[config.mk]
export PLATFORM = sky130hd
export DESIGN_NAME = fetch_unit
export DESIGN_NICKNAME = d
export VERILOG_FILES = /design/src/rtl/fetch_unit_pkg.sv /design/src/rtl/fetch_fifo.sv /design/src/rtl/fetch_unit.sv
export SDC_FILE = /design/constraint.sdc
export NUM_CORES = 1
export LEC_CHECK = 0
export BUFFER_PORTS_ARGS = -buffer_cell sky130_fd_sc_hd__buf_2
export CORE_MARGIN = 1
export CORE_UTILIZATION = 51
export CTS_CLUSTER_SIZE = 20
export DETAILED_ROUTE_END_ITERATION = 10
export GPL_TIMING_DRIVEN = 0
export PLACE_DENSITY = 0.75
export SLEW_MARGIN = 10
export SYNTH_ARGS = -nofsm -noshare
export SYNTH_HDL_FRONTEND = slang
export SYNTH_SLANG_ARGS = --single-unit
[constraint.sdc]
create_clock -name clk -period 2.7 [get_ports clk]
set_clock_uncertainty 0.15 [all_clocks]
set_input_delay 0.135 -clock clk [delete_from_list [all_inputs] [get_ports clk]]
set_output_delay 0.135 -clock clk [all_outputs]
set_load 0.05 [all_outputs]
[src/rtl/fetch_unit_pkg.sv]
// fetch_unit_pkg: constants and types shared by the instruction fetch slice.
//   - XLEN / INST_W      : address and instruction widths
//   - RESET_PC_DEFAULT   : default address of the first fetch after reset
//   - OPC_*              : base-ISA major opcodes (if_inst[6:0]) used by decode
//   - fetch_state_e      : fetch FSM encoding
//   - align_pc()         : clears the two low address bits
package fetch_unit_pkg;

    localparam int          XLEN             = 32;
    localparam int          INST_W           = 32;
    localparam logic [31:0] RESET_PC_DEFAULT = 32'h0000_0000;

    localparam logic [6:0] OPC_LOAD   = 7'b0000011;
    localparam logic [6:0] OPC_OP_IMM = 7'b0010011;
    localparam logic [6:0] OPC_AUIPC  = 7'b0010111;
    localparam logic [6:0] OPC_STORE  = 7'b0100011;
    localparam logic [6:0] OPC_OP     = 7'b0110011;
    localparam logic [6:0] OPC_LUI    = 7'b0110111;
    localparam logic [6:0] OPC_BRANCH = 7'b1100011;
    localparam logic [6:0] OPC_JALR   = 7'b1100111;
    localparam logic [6:0] OPC_JAL    = 7'b1101111;
    localparam logic [6:0] OPC_SYSTEM = 7'b1110011;

    typedef enum logic [1:0] {
        ST_IDLE = 2'd0,
        ST_REQ  = 2'd1,
        ST_WAIT = 2'd2,
        ST_DROP = 2'd3
    } fetch_state_e;

    function automatic logic [XLEN-1:0] align_pc(input logic [XLEN-1:0] addr);
        return {addr[XLEN-1:2], 2'b00};
    endfunction

endpackage

[src/rtl/fetch_fifo.sv]
// fetch_fifo: two-entry registered buffer between instruction memory and decode.
//   clk, rst_n           : clock, asynchronous active-low reset
//   push, push_data      : write one entry (ignored when full)
//   pop                  : remove the head entry (ignored when empty)
//   flush                : empty the buffer; overrides push and pop in the same cycle
//   head_data            : oldest entry (zero after reset)
//   count, empty, full   : occupancy status
module fetch_fifo #(
    parameter int W     = 64,
    parameter int DEPTH = 2
) (
    input  logic         clk,
    input  logic         rst_n,
    input  logic         push,
    input  logic [W-1:0] push_data,
    input  logic         pop,
    input  logic         flush,
    output logic [W-1:0] head_data,
    output logic [1:0]   count,
    output logic         empty,
    output logic         full
);

    logic [W-1:0] mem_q [2];
    logic [W-1:0] mem_d [2];
    logic         wr_ptr_q, wr_ptr_d;
    logic         rd_ptr_q, rd_ptr_d;
    logic [1:0]   count_q, count_d;
    logic         do_push, do_pop;

    assign empty     = (count_q == 2'd0);
    assign full      = (count_q == 2'(DEPTH));
    assign count     = count_q;
    assign head_data = mem_q[rd_ptr_q];
    assign do_push   = push && !full;
    assign do_pop    = pop && !empty;

    always_comb begin
        mem_d    = mem_q;
        wr_ptr_d = wr_ptr_q;
        rd_ptr_d = rd_ptr_q;
        count_d  = count_q;
        if (flush) begin
            wr_ptr_d = 1'b0;
            rd_ptr_d = 1'b0;
            count_d  = 2'd0;
        end else begin
            if (do_push) begin
                mem_d[wr_ptr_q] = push_data;
                wr_ptr_d        = ~wr_ptr_q;
            end
            if (do_pop) begin
                rd_ptr_d = ~rd_ptr_q;
            end
            // Simultaneous push and pop leaves the occupancy unchanged.
            if (do_push && !do_pop) begin
                count_d = count_q + 2'd1;
            end else if (do_pop && !do_push) begin
                count_d = count_q - 2'd1;
            end
        end
    end

    always_ff @(posedge clk or negedge rst_n) begin
        if (!rst_n) begin
            mem_q[0] <= '0;
            mem_q[1] <= '0;
            wr_ptr_q <= 1'b0;
            rd_ptr_q <= 1'b0;
            count_q  <= 2'd0;
        end else begin
            mem_q    <= mem_d;
            wr_ptr_q <= wr_ptr_d;
            rd_ptr_q <= rd_ptr_d;
            count_q  <= count_d;
        end
    end

endmodule

[src/rtl/fetch_unit.sv]
// fetch_unit: sequential instruction fetch with one outstanding memory request,
// a two-entry instruction buffer and redirect (branch/jump) support.
//   clk, rst_n                          : clock, asynchronous active-low reset
//   imem_req, imem_addr, imem_gnt       : request channel (accepted when req & gnt)
//   imem_rvalid, imem_rdata             : in-order read response
//   redirect, redirect_pc               : new fetch target from decode/execute
//   if_valid, if_inst, if_pc, if_ready  : instruction stream to decode
//   dbg_state                           : current fetch FSM state
//
// Handshakes: a memory request is accepted in a cycle where imem_req=1 and
// imem_gnt=1; an instruction is transferred to decode in a cycle where
// if_valid=1 and if_ready=1. if_inst/if_pc hold stable while if_valid=1 and
// if_ready=0 unless a redirect flushes the buffer.
module fetch_unit
    import fetch_unit_pkg::*;
#(
    parameter logic [31:0] RESET_PC   = RESET_PC_DEFAULT,
    parameter int          FIFO_DEPTH = 2
) (
    input  logic              clk,
    input  logic              rst_n,
    output logic              imem_req,
    output logic [XLEN-1:0]   imem_addr,
    input  logic              imem_gnt,
    input  logic              imem_rvalid,
    input  logic [INST_W-1:0] imem_rdata,
    input  logic              redirect,
    input  logic [XLEN-1:0]   redirect_pc,
    output logic              if_valid,
    output logic [INST_W-1:0] if_inst,
    output logic [XLEN-1:0]   if_pc,
    input  logic              if_ready,
    output fetch_state_e      dbg_state
);

    fetch_state_e       state_q, state_d;
    logic [XLEN-1:0]    pc_q, pc_d;
    logic [XLEN-1:0]    req_pc_q, req_pc_d;
    logic               grant;
    logic               fifo_push, fifo_pop;
    logic [1:0]         fifo_count;
    logic               fifo_empty, fifo_full;
    logic [XLEN+INST_W-1:0] fifo_head;
    logic [1:0]         unused_redirect_lo;

    assign unused_redirect_lo = redirect_pc[1:0];

    // No new request while the buffer has no room or a redirect is in flight.
    assign imem_req  = (state_q == ST_REQ) && !fifo_full && !redirect;
    assign imem_addr = pc_q;
    assign grant     = imem_req && imem_gnt;
    assign fifo_push = (state_q == ST_WAIT) && imem_rvalid;
    assign fifo_pop  = if_ready && !fifo_empty;
    assign if_valid  = (fifo_count != 2'd0);
    assign if_pc     = fifo_head[XLEN+INST_W-1:INST_W];
    assign if_inst   = fifo_head[INST_W-1:0];
    assign dbg_state = state_q;

    always_comb begin
        state_d  = state_q;
        pc_d     = pc_q;
        req_pc_d = req_pc_q;
        unique case (state_q)
            ST_IDLE: state_d = ST_REQ;
            ST_REQ: begin
                if (grant) begin
                    state_d  = ST_WAIT;
                    req_pc_d = pc_q;
                    pc_d     = pc_q + 32'd4;
                end
            end
            ST_WAIT: if (imem_rvalid) state_d = ST_REQ;
            ST_DROP: if (imem_rvalid) state_d = ST_REQ;
            default: state_d = ST_IDLE;
        endcase
        if (redirect) begin
            pc_d = align_pc(redirect_pc);
            // A response still owed by memory must be swallowed in DROP. If it
            // arrives in this very cycle it is discarded by the flush, nothing
            // remains outstanding, and fetch can resume straight away.
            if (((state_q == ST_WAIT || state_q == ST_DROP) && !imem_rvalid) ||
                (state_q == ST_REQ && grant)) begin
                state_d = ST_DROP;
            end else begin
                state_d = ST_REQ;
            end
        end
    end

    always_ff @(posedge clk or negedge rst_n) begin
        if (!rst_n) begin
            state_q  <= ST_IDLE;
            pc_q     <= align_pc(RESET_PC);
            req_pc_q <= '0;
        end else begin
            state_q  <= state_d;
            pc_q     <= pc_d;
            req_pc_q <= req_pc_d;
        end
    end

    fetch_fifo #(
        .W     (XLEN + INST_W),
        .DEPTH (FIFO_DEPTH)
    ) u_fifo (
        .clk       (clk),
        .rst_n     (rst_n),
        .push      (fifo_push),
        .push_data ({req_pc_q, imem_rdata}),
        .pop       (fifo_pop),
        .flush     (redirect),
        .head_data (fifo_head),
        .count     (fifo_count),
        .empty     (fifo_empty),
        .full      (fifo_full)
    );

endmodule

==> results of run 1 <==
==> path summary, 6_finish.rpt <==
| path | startpoint | end | slack (ns) | depth (start not counted) |
|---|---|---|---|---|
| worst min register to register | u_fifo.mem_q[71] | u_fifo.mem_q[71] | 0.34 | 1 |
| max in group asynchronous | rst_n | u_fifo.mem_q[31] | 1.33 | 3 |
| worst min-delay path | imem_gnt | imem_addr[6] | 0.09 | 4 |
| worst max register to register | dbg_state[0] | req_pc_q[28] | 0.13 | 6 |
| min in group asynchronous | rst_n | u_fifo.mem_q[68] | 0.13 | 2 |
| worst max-delay path | dbg_state[0] | req_pc_q[28] | 0.13 | 6 |
==> cell usage after synthesis, types with 3 or more instances <==
master	number
nor2_1	19
dfrtp_1	190
xor2_1	7
mux2i_1	3
nor4_1	5
nor2b_1	5
nor3_1	10
mux2_2	208
buf_4	4
xnor2_1	14
mux2_1	6
and3_1	6
inv_1	8
buf_2	12
nand4_1	12
o21ai_0	23
a21oi_1	3
nand2_1	34
nand3_1	8
a311oi_1	4
clkbuf_1	20
a211oi_1	3
==> per-layer routing <==
metal | global-route usage | routed length (um) | up-vias
li1 | - | - | 2781
met1 | 0.321 | 8810 | 3079
met2 | 0.419 | 10500 | 216
met3 | 0.0529 | 1150 | 38
met4 | 0.103 | 479 | 0
met5 | 0 | 0 | -
==> worst max-delay path: stages (launching register included) <==
cell	delay (ns)
dfrtp_1	0.41
nor2b_1	0.14
clkbuf_1	0.16
nand3_1	0.19
clkbuf_1	0.53
clkbuf_1	0.47
mux2_2	0.39
==> placed cells by master (no fill, tap or decap), types with 7 or more instances in the layout <==
cell	Yosys	final
mux2_2	208	208
dfrtp_1	190	190
buf_2	12	174
dlygate4sd3_1	0	66
nand2_1	34	34
o21ai_0	23	23
nor2_1	19	18
clkbuf_16	0	17
clkbuf_1	20	16
xnor2_1	14	14
nand4_1	12	12
nor3_1	10	10
inv_1	8	8
nand3_1	8	8
xor2_1	7	7
==> per-stage QoR <==
stage | worst slack, ns | power [mW] | setup TNS, ns | area (sq um) | hold WS, ns
after CTS | 0.0156 | 8.60 | 0 | 10800 | 0.0761
after detailed placement | -0.204 | 6.23 | -12.44 | 9640 | -0.00158
after global routing | 0.0194 | 8.91 | 0 | 10800 | 0.0901
final | 0.132 | 8.55 | 0 | 10800 | 0.0910
after floorplan | 0.151 | 5.56 | 0 | 8520 | -0.311
after global placement | -1.45 | 6.12 | -280.01 | 9600 | 0.186
==> what timing repair did <==
action,CTS,global route
hold buffers,66,0
pin swaps,0,0
setup endpoints to repair,179,141
gates resized for setup,4,6
hold endpoints to repair,174,0
==> kinds of logic after synthesis <==
logic type	after synthesis	synth area share
mux	217	0.287
flops	190	0.559
simple gates	113	0.0702
buf+inv	47	0.0252
compound gates	46	0.0352
xor+xnor	21	0.0216
fa+ha+maj	1	0.00147
other cells	1	0.000441
==> flip-flops by register name (all words and copies together), names as in the netlist <==
name / flops
dbg_state: 2
imem_addr: 30
u_fifo.count: 2
req_pc_q: 30
u_fifo.mem_q: 124
u_fifo.rd_ptr_q: 1
u_fifo.wr_ptr_q: 1
==> power groups by stage <==
| stage | clock network [mW] | logic, mW | registers (mW) |
|---|---|---|---|
| global route | 2.46 | 2.75 | 3.71 |
| CTS | 2.33 | 2.62 | 3.64 |
| finish | 2.29 | 2.62 | 3.64 |
| floorplan | 0 | 1.81 | 3.74 |
| detailed placement | 0 | 2.54 | 3.69 |
| global placement | 0 | 2.48 | 3.64 |
==> area by class of cell <==
class,count,share of cell area
timing repair buffer,230,0.140
multi-input combinational,402,0.328
buffer,37,0.0170
sequential,190,0.438
clock buffer,22,0.0437
tap,216,0.0249
clock inverter,9,0.00588
inverter,8,0.00277
==> impl_metrics.json, run 1 <==
{
  "ys_seq_area_frac": 0.559,
  "critical_path_arrival_ns": 2.72,
  "n_fill_cell": 1179,
  "layout.nets": 957,
  "clkTransAtPathRegs_ns": 0.07,
  "slew_headroom": 0.569,
  "overflow": 0,
  "vias": 6114,
  "placed_cells": 1019,
  "gp_congestion": 0.840,
  "pwr-share-clk": 0.268,
  "instances_no_fill": 1114,
  "period_share": 0.951,
  "period_minus_slack_ns": 2.57,
  "drc": 0,
  "syn_area_per_cell_sq_um": 13.4,
  "setup_viol": 0,
  "clk_latency_ns": 0.43,
  "crit_fanout": 10,
  "ant_nets": 0,
  "die-width_um": 131,
  "fmax_mhz": 389,
  "netlist_instances": 636,
  "cellPowerDensity_nw_per_um2": 789,
  "synth_edf_count": 0,
  "regArea_sq_um": 4750,
  "hpwl_um": 14300,
  "grt_pass1_wl_um": 33800,
  "wl_per_cell_um": 18.8,
  "endpoint_kind": "register",
  "comb_power_share": 0.306,
  "clockRootBuffer": "clkbuf_16",
  "startpoint_type": "register",
  "cts_made_buffers": 17,
  "antenna_found_initial": 0,
  "netlist_area_sq_um": 8500,
  "swShare": 0.363,
  "synth_top_area_frac": 0.559,
  "p_seq_frac": 0.426,
  "worstMarginPinSlew_ns": 0.647,
  "initial_utilization": 0.530,
  "hp-class": "input port to register",
  "ys_warn_count": 0,
  "internal_power_mw": 5.45,
  "ys_types": 49,
  "maxSlewViolCount": 0,
  "viasPerCell": 5.49,
  "synthTopCellsByArea": "dfrtp_1, mux2_2, nand2_1",
  "postCtsSetupRepairBufs": 0,
  "clockBufferDepth": 2,
  "core_sq_um": 16100,
  "drt_iter0_markers": 302,
  "synth_top_flop_cell": "dfrtp_1",
  "grt_max_degree": 116,
  "p_leak_nw": 5.31,
  "first_global_vias": 6438,
  "p_switching_mw": 3.11,
  "die_h_um": 131,
  "tritoncts": "done",
  "drive_above_1_share": 0.483,
  "diodes": 0,
  "synth_async_sr_flop_share": 1.00,
  "first_pass_iters": 6,
  "cts_sinks": 190,
  "die_area_sq_um": 17200,
  "h-tree-depth": 4,
  "grt.total_usage": 0.252,
  "hold_violations": 0,
  "multi_input_area_sq_um": 3560,
  "outcome": "completed",
  "utilization": 0.675,
  "rows": 46,
  "pin_count": 170,
  "drv_cap": 0,
  "rsz0062_at_grt": "false",
  "syn_to_final_growth_pct": 27.5,
  "vdd_drop_max_mv": 0.450,
  "numPortBuffers": 163,
  "crit_type": "register to register",
  "yosys.area.top_type": "dfrtp_1",
  "cp.required_ns": 2.85,
  "drt-total-wl_um": 20900,
  "ys_ff_latch": 190
}
Power figures use the tool's default switching activity.
==> inputs of run 2 (changes only) <==
Settings changed: CORE_UTILIZATION 51 to 52, PLACE_DENSITY 0.75 to not set, PLACE_DENSITY_LB_ADDON set to 0.3.
==> impl_metrics.json, run 2 (synthesized netlist as in run 1, its figures left out) <==
{
  "cts_sinks": 190,
  "syn_to_final_growth_pct": 28.7,
  "drt-total-wl_um": 21100,
  "hpwl_um": 14300,
  "largest_register_ffs": 124,
  "crit_fanout": 10,
  "cts_made_buffers": 17,
  "h-tree-depth": 4,
  "clockRootBuffer": "clkbuf_16",
  "layout_setup_ws_ns": 0.122,
  "rsz0062_at_grt": "false",
  "wl_per_cell_um": 18.9,
  "dp_slack_ns": -0.153,
  "instances_no_fill": 1115,
  "drc": 0,
  "period_share": 0.955,
  "maxSlewViolCount": 0,
  "hold_slack_ns": 0.0960,
  "core_sq_um": 15900,
  "die-width_um": 130,
  "period_minus_slack_ns": 2.58,
  "endpoint_kind": "output port",
  "first_pass_iters": 5,
  "tritoncts": "done",
  "first_global_vias": 6495,
  "drive_above_1_share": 0.485,
  "numPortBuffers": 163,
  "p_leak_nw": 5.36,
  "largest_register": "u_fifo.mem_q",
  "postCtsSetupRepairBufs": 0,
  "clk_latency_ns": 0.42,
  "initial_utilization": 0.533,
  "fmax_mhz": 388,
  "viasPerCell": 5.53,
  "clkTransAtPathRegs_ns": 0.07,
  "startpoint_type": "register",
  "overflow": 0,
  "final_cell_mix": "mux2_2, dfrtp_1, buf_2, dlygate4sd3_1, nand2_1",
  "placement.cell_area_sq_um": 9640,
  "placed_cells": 1019,
  "n_fill_cell": 1157,
  "final_common_cell": "mux2_2",
  "layout.nets": 957,
  "fin_tns_setup_ns": 0,
  "worstMarginPinSlew_ns": 0.627,
  "hp-class": "input port to async pin",
  "ant_nets": 0,
  "grt_pass1_wl_um": 33200,
  "outcome": "completed",
  "multi_input_area_sq_um": 3560,
  "vias": 6162,
  "gp_congestion": 0.861,
  "drt_iter0_markers": 298,
  "design_area_sq_um": 10900,
  "rows": 46,
  "pin_count": 170,
  "clockBufferDepth": 2,
  "utilization": 0.686,
  "grt.total_usage": 0.263,
  "antenna_found_initial": 0,
  "critical_path_arrival_ns": 2.29,
  "setup_viol": 0,
  "drv_cap": 0,
  "grt_max_degree": 121,
  "cp.required_ns": 2.41,
  "power_mw": 8.93,
  "die_area_sq_um": 16900,
  "diodes": 0,
  "crit_type": "register to output port",
  "die_h_um": 130,
  "vdd_drop_max_mv": 0.536,
  "hold_violations": 0,
  "slew_headroom": 0.582,
  "cellPowerDensity_nw_per_um2": 816,
  "regArea_sq_um": 4750
}
[run 2: layer usage]
| metal | track usage | vias up | routed length (um) |
|---|---|---|---|
| li1 | - | 2784 | - |
| met1 | 0.322 | 3138 | 8760 |
| met2 | 0.462 | 206 | 10800 |
| met3 | 0.0545 | 34 | 1190 |
| met4 | 0.0910 | 0 | 369 |
| met5 | 0 | - | 0 |
[run 2: report_power, final]
group | internal [mW] | switching, mW
registers | 3.32 | 0.341
clock network | 1.57 | 1.10
logic | 0.889 | 1.72
[run 2: path summary, 6_finish.rpt]
check | slack, ns | depth (start not counted) | startpoint | end
worst max-delay path | 0.12 | 3 | u_fifo.rd_ptr_q | if_inst[19]
worst min-delay path | 0.1 | 2 | rst_n | u_fifo.mem_q[71]
worst max register to register | 0.16 | 6 | dbg_state[0] | req_pc_q[28]
worst min register to register | 0.35 | 1 | u_fifo.mem_q[71] | u_fifo.mem_q[71]
max in group asynchronous | 1.36 | 3 | rst_n | u_fifo.mem_q[17]
min in group clk | 0.10 | 5 | redirect | imem_addr[27]
[run 2: what timing repair did]
item,4_1_cts,5_1_grt
hold buffers,66,0
setup endpoints to repair,179,110
hold endpoints to repair,169,0
resized for setup,3,6
[run 2: area by class of cell]
| cell class | count | area share |
|---|---|---|
| Buffer | 37 | 0.0167 |
| Clock buffer | 17 | 0.0389 |
| Clock inverter | 15 | 0.0192 |
| Inverter | 8 | 0.00274 |
| Multi-Input combinational cell | 402 | 0.325 |
| Sequential cell | 190 | 0.434 |
| Tap cell | 216 | 0.0247 |
| Timing Repair Buffer | 230 | 0.138 |
[run 2: critical path: stages (launching register included)]
cell,delay (ns)
dfrtp_1,0.69
clkbuf_1,0.54
mux2_2,0.42
buf_2,0.22
